**src/rtl/mem_port_arbiter.sv**
```systemverilog
// mem_port_arbiter: shares one memory port between fetch (IF) and data (D) requesters.
// Optional MEM_ARB_RR_EN replaces D-priority/starvation arbitration with strict round-robin.
module mem_port_arbiter #(
  parameter int ADDR_W     = 18,
  parameter int DATA_W     = 32,
  parameter int MEM_LAT    = 2,
  parameter int STARVE_MAX = 3
) (
  input  logic              CLK,
  input  logic              RST_N,
  input  logic              if_req,
  input  logic [ADDR_W-1:0] if_addr,
  output logic              if_gnt,
  output logic [DATA_W-1:0] if_rdata,
  output logic              if_valid,
  input  logic              d_req,
  input  logic              d_we,
  input  logic              d_byte,
  input  logic [ADDR_W-1:0] d_addr,
  input  logic [DATA_W-1:0] d_wdata,
  output logic              d_gnt,
  output logic [DATA_W-1:0] d_rdata,
  output logic              d_valid,
  output logic [ADDR_W-1:0] mem_addr,
  output logic [DATA_W-1:0] mem_wdata,
  output logic              mem_read,
  output logic              mem_write,
  output logic              mem_byte,
  input  logic [DATA_W-1:0] mem_rdata,
  output logic              busy
);
  localparam int LW = $clog2(MEM_LAT + 1);
  typedef enum logic [1:0] {IDLE, ACCESS, RESP} state_t;
  state_t            state_q;
  logic [LW-1:0]     lat_q;
  logic              owner_q;
  logic [ADDR_W-1:0] addr_q;
  logic [DATA_W-1:0] wdata_q, if_rdata_q, d_rdata_q;
  logic              read_q, write_q, byte_q, if_valid_q, d_valid_q, busy_q;
  logic              if_win, d_win;
`ifdef MEM_ARB_RR_EN
  // owner_q is 1 when D owned the last access, so IF gets the next tie
  assign if_win = if_req & (~d_req | owner_q);
`else
  localparam int SW = $clog2(STARVE_MAX + 1);
  logic [SW-1:0] starve_q;
  assign if_win = if_req & (~d_req | (starve_q == SW'(STARVE_MAX)));
`endif
  assign d_win     = d_req & ~if_win;
  assign if_gnt    = RST_N & (state_q == IDLE) & if_win;
  assign d_gnt     = RST_N & (state_q == IDLE) & d_win;
  assign if_rdata  = if_rdata_q;
  assign d_rdata   = d_rdata_q;
  assign if_valid  = if_valid_q;
  assign d_valid   = d_valid_q;
  assign mem_addr  = addr_q;
  assign mem_wdata = wdata_q;
  assign mem_read  = read_q;
  assign mem_write = write_q;
  assign mem_byte  = byte_q;
  assign busy      = busy_q;
  always_ff @(posedge CLK or negedge RST_N) begin
    if (!RST_N) begin
      state_q    <= IDLE;
      lat_q      <= '0;
      owner_q    <= 1'b0;
      addr_q     <= '0;
      wdata_q    <= '0;
      read_q     <= 1'b0;
      write_q    <= 1'b0;
      byte_q     <= 1'b0;
      if_rdata_q <= '0;
      d_rdata_q  <= '0;
      if_valid_q <= 1'b0;
      d_valid_q  <= 1'b0;
      busy_q     <= 1'b0;
`ifndef MEM_ARB_RR_EN
      starve_q   <= '0;
`endif
    end else begin
      case (state_q)
        IDLE: if (if_win | d_win) begin
          state_q <= ACCESS;
          busy_q  <= 1'b1;
          lat_q   <= LW'(MEM_LAT - 1);
          owner_q <= d_win;
          addr_q  <= d_win ? d_addr : if_addr;
          wdata_q <= d_win ? d_wdata : '0;
          read_q  <= ~(d_win & d_we);
          write_q <= d_win & d_we;
          byte_q  <= d_win & d_byte;
`ifndef MEM_ARB_RR_EN
          if (if_win) starve_q <= '0;
          else if (if_req && starve_q != SW'(STARVE_MAX)) starve_q <= starve_q + SW'(1);
`endif
        end
        ACCESS: if (lat_q == '0) begin
          if (read_q && !owner_q) if_rdata_q <= mem_rdata;
          if (read_q && owner_q) d_rdata_q <= mem_rdata;
          if_valid_q <= ~owner_q;
          d_valid_q  <= owner_q;
          addr_q     <= '0;
          wdata_q    <= '0;
          read_q     <= 1'b0;
          write_q    <= 1'b0;
          byte_q     <= 1'b0;
          state_q    <= RESP;
        end else begin
          lat_q <= lat_q - LW'(1);
        end
        RESP: begin
          if_valid_q <= 1'b0;
          d_valid_q  <= 1'b0;
          busy_q     <= 1'b0;
          state_q    <= IDLE;
        end
        default: state_q <= IDLE;
      endcase
    end
  end
endmodule

```
**config.mk**
```make
export PLATFORM = sky130hd
export DESIGN_NAME = mem_port_arbiter
export DESIGN_NICKNAME = d
export VERILOG_FILES = /design/src/rtl/mem_port_arbiter.sv
export SDC_FILE = /design/constraint.sdc
export NUM_CORES = 1
export LEC_CHECK = 0
export CAP_MARGIN = 30
export CORE_UTILIZATION = 45
export DETAILED_ROUTE_END_ITERATION = 16
export GPL_TIMING_DRIVEN = 0
export HOLD_SLACK_MARGIN = 0.03
export PLACE_DENSITY = 0.83
export SLEW_MARGIN = 10
export SYNTH_ARGS = -nofsm -noshare
export SYNTH_HDL_FRONTEND = slang
export SYNTH_SLANG_ARGS = --single-unit
```
**constraint.sdc**
```tcl
create_clock -name CLK -period 3.45 [get_ports CLK]
set_input_delay 1.035 -clock CLK [delete_from_list [all_inputs] [get_ports CLK]]
set_output_delay 1.035 -clock CLK [all_outputs]
set_load 0.01 [all_outputs]
```
=== Yosys cells after proc, flatten, opt, wreduce, memory -nomap -nowiden ===
Index checks and enable logic that the tools add are counted.

* Flip-flop bits (word level): 127
* Bits of input ports: 106
* Output and inout bits: 122

* $add $sub $neg: 2
* Equal/unequal tests: 7
* Multiplexer cells: 28
* Bitwise gates (word level): 13
* Reductions and logical operators: 19

{| class="wikitable"
|+ Operators with widths
! kind !! count
|-
| two-way mux 32 bit || 3
|-
| case mux 32 bit (2 select lines) || 1
|-
| two-way mux 18 bit || 3
|-
| case mux 18 bit (2 select lines) || 1
|-
| AND reduction 3 bit || 5
|-
| case mux 1 bit (2 select lines) || 6
|-
| two-way mux 2 bit || 5
|-
| case mux 2 bit (2 select lines) || 2
|-
| AND reduction 2 bit || 4
|-
| nonzero test 2 bit || 4
|-
| AND 1 bit || 7
|-
| two-way mux 1 bit || 7
|-
| inequality test 2 bit, second input constant || 3
|-
| equality test 2 bit, second input constant || 2
|-
| zero test 2 bit || 2
|-
| inverter 1 bit || 4
|-
| logical AND 1 bit || 3
|-
| adder 2 x 1 -> 2 bit, second input constant || 1
|-
| equality test 2 x 1 -> 1 bit, second input constant || 1
|-
| inequality test 2 x 1 -> 1 bit, second input constant || 1
|-
| OR 1 bit || 2
|-
| subtractor 2 x 1 -> 2 bit, second input constant || 1
|-
| zero test 1 bit || 1
|}

=== Logic depth before layout (Yosys ltp) ===
* Word-level depth: 9
* Gate-level depth with buffers: 7
* Depth with buffers taken out: 5

=== Least setup slack after synthesis ===
No wires, ideal clock.

* Kind: input -> output
* Start: input port if_req
* End: output port d_gnt
* Data arrival time: 1.827 ns
* Slack: 0.588 ns
* Stages on the path: 5
* Path buffers: 2
* Cell sequence: nand2_1 -> and3_1 -> clkbuf_1 -> buf_2 -> and2_1

* Word-level cells in the longest chain between the ends: 4

{| class="wikitable"
|+ RTL lines
! item !! RTL line !! source
|-
| start: declaration || 11 || <nowiki>input logic if_req,</nowiki>
|-
| AND 1 bit || 47 || <nowiki>assign if_win = if_req & (~d_req | (starve_q == SW'(STARVE_MAX)));</nowiki>
|-
| inverter 1 bit || 49 || <nowiki>assign d_win = d_req & ~if_win;</nowiki>
|-
| AND 1 bit || 49 ||
|-
| AND 1 bit || 51 || <nowiki>assign d_gnt = RST_N & (state_q == IDLE) & d_win;</nowiki>
|-
| end: declaration || 21 || <nowiki>output logic d_gnt,</nowiki>
|}

Every way passes these cells.

=== Worst setup path in the final report ===
* Start: input port if_req
* End: output port if_gnt

* Word-level cells in the longest chain between the ends: 2

{| class="wikitable"
|+ RTL lines
! item !! RTL line !! source
|-
| AND 1 bit || 47 ||
|-
| AND 1 bit || 50 || <nowiki>assign if_gnt = RST_N & (state_q == IDLE) & if_win;</nowiki>
|-
| end: declaration || 13 || <nowiki>output logic if_gnt,</nowiki>
|}

Every way passes these cells.

==> qor.csv <==
stage,metric,value,unit
yosys,syn-instance-count,328,
layout,multi_input_area,0.00169,mm²
timing,fin_crit_sh,98.4,%
detailed_routing,drtPass1Iterations,4,
critical_path,r2r_end,d_rdata[13]$_DFFE_PN0P_,
yosys,syn_area,0.00502,mm²
layout,final_common_cell,clkdlybuf4s50_1,
layout,fin_nets,684,
yosys,synth_cell_type_count,32,
job,maxCapViolCount,0,
timing,maxSlewHeadroom,56.7,%
layout,area_growth,61.5,%
detailed_routing,wl,14.2,mm
critical_path,critPathMaxFanout,4,
clock_tree,h-tree-depth,4,
floorplan,io_pins,228,
place,place_hpwl,10.2,mm
critical_path,worst-r2r-cell-count,6,
floorplan,rows,38,
min_path,hold_path.class,input port to async pin,
yosys,syn_nets,436,
run_status,status,finished clean,
pwr,finalPower,7.50,mW
critical_path,timing.rr.start,lat_q[0]$_DFFE_PN0P_,
layout,n_antenna_cell,0,
detailed_routing,vias,3844,
place,placed_area,0.00749,mm²
clock_tree,cts_num_sinks,127,
layout,final_cell_mix,"223 x clkdlybuf4s50_1, 127 x dfrtp_1, 34 x a22o_1, 31 x mux2_2, 30 x mux2_4",
timing,finClkSkew,0.00669,ns
critical_path,endpoint_kind,output port,
place,portBuffers,227,
global_route,grtUsageTotal,25.4,%
pwr,power.density,925,mW/mm²
critical_path,required,2.41,ns
floorplan,die_area,0.0116,mm²
floorplan,fp.dieW,108,µm
global_route,grt.overflow.total,0,
timing,fin_setup_tns,0,ns
global_route,grt_pass1_wl,21.8,mm
pwr,pwr-share-clk,22.3,%
yosys,syn_avg_cell_area,15.3,µm²
floorplan,start_util,46.3,%
timing,hold_viol,0,
pwr,power_frac_comb,43.8,%
clock_tree,cts_buffers,17,
floorplan,core_area,0.0108,mm²
critical_path,rrSetupSlack,1.52,ns
yosys,ys_seq_area_share,63.4,%
layout,drive_gt1_share,19.7,%
pwr,sw_frac_of_total,31.1,%
layout,stdcell_area,0.00810,mm²
timing,worstMarginPinSlew,0.647,ns
floorplan,die_height,108,µm
critical_path,path_buf_inv,3,
detailed_routing,remaining_drc_errors,0,
detailed_routing,drtIter0Drc,166,
pwr,power_frac_seq,33.9,%
critical_path,critPathKind,input port to output port,
pwr,p_leak,3.63,nW
pwr,internal-power,5.17,mW
timing,finalMaxSlewViolations,0,
timing,post-route-min-period,3.40,ns
detailed_routing,viasPerCell,5.28,
detailed_routing,wire_per_inst,19.5,µm
yosys,ys_warn_count,0,
yosys,synth_seq_cells,127,
critical_path,cp_cell_sequence,clkdlybuf4s50_1 -> nor3b_4 -> clkbuf_8 -> and3_1 -> clkdlybuf4s15_1,
global_route,grt_max_degree,69,
timing,fin_ws,0.0547,ns
clock_tree,cts-root-buf,clkbuf_8,
pwr,ir_drop,0.000532,V
critical_path,arrival,2.36,ns
place,place_congestion,0.775,
critical_path,slowest_stage,clkdlybuf4s50_1,
timing,rsz0062_at_grt,no,
global_route,grt_pass1_vias,4114,
layout,seqCellArea,0.00318,mm²
pwr,p_switching,2.33,mW
timing,setup_viol,0,
place,place_ws,-0.717,ns
critical_path,cpLargestDelayFamily,buffers and inverters,
critical_path,critPathMaxStageDelay,0.54,ns
global_route,antenna_found_initial,0,
clock_tree,insertion_delay,0.52,ns
critical_path,start_kind,input port,
layout,n_fill_cell,704,
clock_tree,clkTransAtPathRegs,0.06,ns
detailed_routing,antenna_left,0,
critical_path,cp_num_cells,5,
timing,max_clock_freq,295,MHz
clock_tree,clockBufferDepth,2,
clock_tree,cts_tree,built,
-- flip-flops by register name, indices dropped and copies added (netlist names), 2 cells and up --
signal,cells
starve_q,2
mem_wdata,32
state_q,2
mem_addr,18
if_rdata,32
d_rdata,32
lat_q,2
-- cell type report --
cell class | count | share of cell area, %
inverters | 9 | 0.417
well taps | 140 | 2.16
multi-input cells | 170 | 20.9
clock inverters | 5 | 0.649
clock buffers | 26 | 6.27
repair buffers | 231 | 28.8
flip-flops and latches | 127 | 39.2
plain buffers | 20 | 1.65
-- metal layers --
metal	GRT usage [%]	wire [µm]
met1	29.9	5480
met2	41.6	7160
met3	8.60	1130
met4	12.3	410
met5	0	0
-- timing repair --
| item | in CTS | in global routing |
|---|---|---|
| gates resized for setup | 13 | 2 |
| hold buffers | 0 | 0 |
| buffers inserted | 3 | 0 |
| pin swaps | 1 | 0 |
| setup endpoints to repair | 2 | 1 |
-- through the flow --
step                      hold WS (ns)  utilization (%)  cells
after floorplan                  0.456                -    328
after global placement           0.475             68.8    695
after detailed placement         0.480             69.1    696
after CTS                        0.468             74.7    728
after global routing             0.421             74.7    728
final                            0.390             74.7    728
-- synthesized netlist by cell type, drive strengths merged --
cell type / n / area, µm²
mux2i: 1 / 10.0
o211ai: 1 / 7.51
nor2: 2 / 7.51
a22o: 34 / 298
a22oi: 2 / 15.0
ha: 2 / 25.0
nand2b: 2 / 12.5
inv: 9 / 33.8
nand4b: 1 / 8.76
nand2: 4 / 15.0
or3: 2 / 12.5
buf: 17 / 110
or2: 1 / 6.26
a2bb2oi: 2 / 17.5
nor3b: 2 / 15.0
and3: 21 / 136
nand3: 1 / 5.00
o2bb2ai: 1 / 8.76
and3b: 1 / 8.76
dfrtp: 127 / 3180
clkbuf: 5 / 18.8
a221o: 18 / 180
mux2: 65 / 845
a21oi: 1 / 5.00
a21o: 1 / 7.51
o21ai: 2 / 10.0
o22ai: 2 / 12.5
and2: 1 / 6.26
-- power groups by stage --
stage	clock [mW]	combinational (mW)	sequential [mW]
final	1.67	3.28	2.54
after floorplan	0	1.25	2.77
after global routing	1.77	3.50	2.62
after CTS	1.70	3.31	2.54
after global placement	0	3.17	2.50
after detailed placement	0	3.25	2.54
-- cell families (layout without fill, tap and decap cells) --
group           after synthesis  in the layout  share of synthesized area, %
mux                          66             66                          17.0
flops                       127            127                          63.4
fa+ha+maj                     2              2                         0.499
simple gates                 38             38                          4.66
buf+inv                      31            291                          3.24
compound gates               64             64                          11.2
-- how the worst max path moves through the flow --
stage	start	endpoint	slack, ns
after floorplan	if_req	d_gnt	0.59
after global placement	RST_N	if_gnt	-4.29
after detailed placement	if_req	if_gnt	-0.72
after CTS	if_req	if_gnt	0.06
after global routing	if_req	if_gnt	0.01
final	if_req	if_gnt	0.05
(Power assumes the default switching activity.)
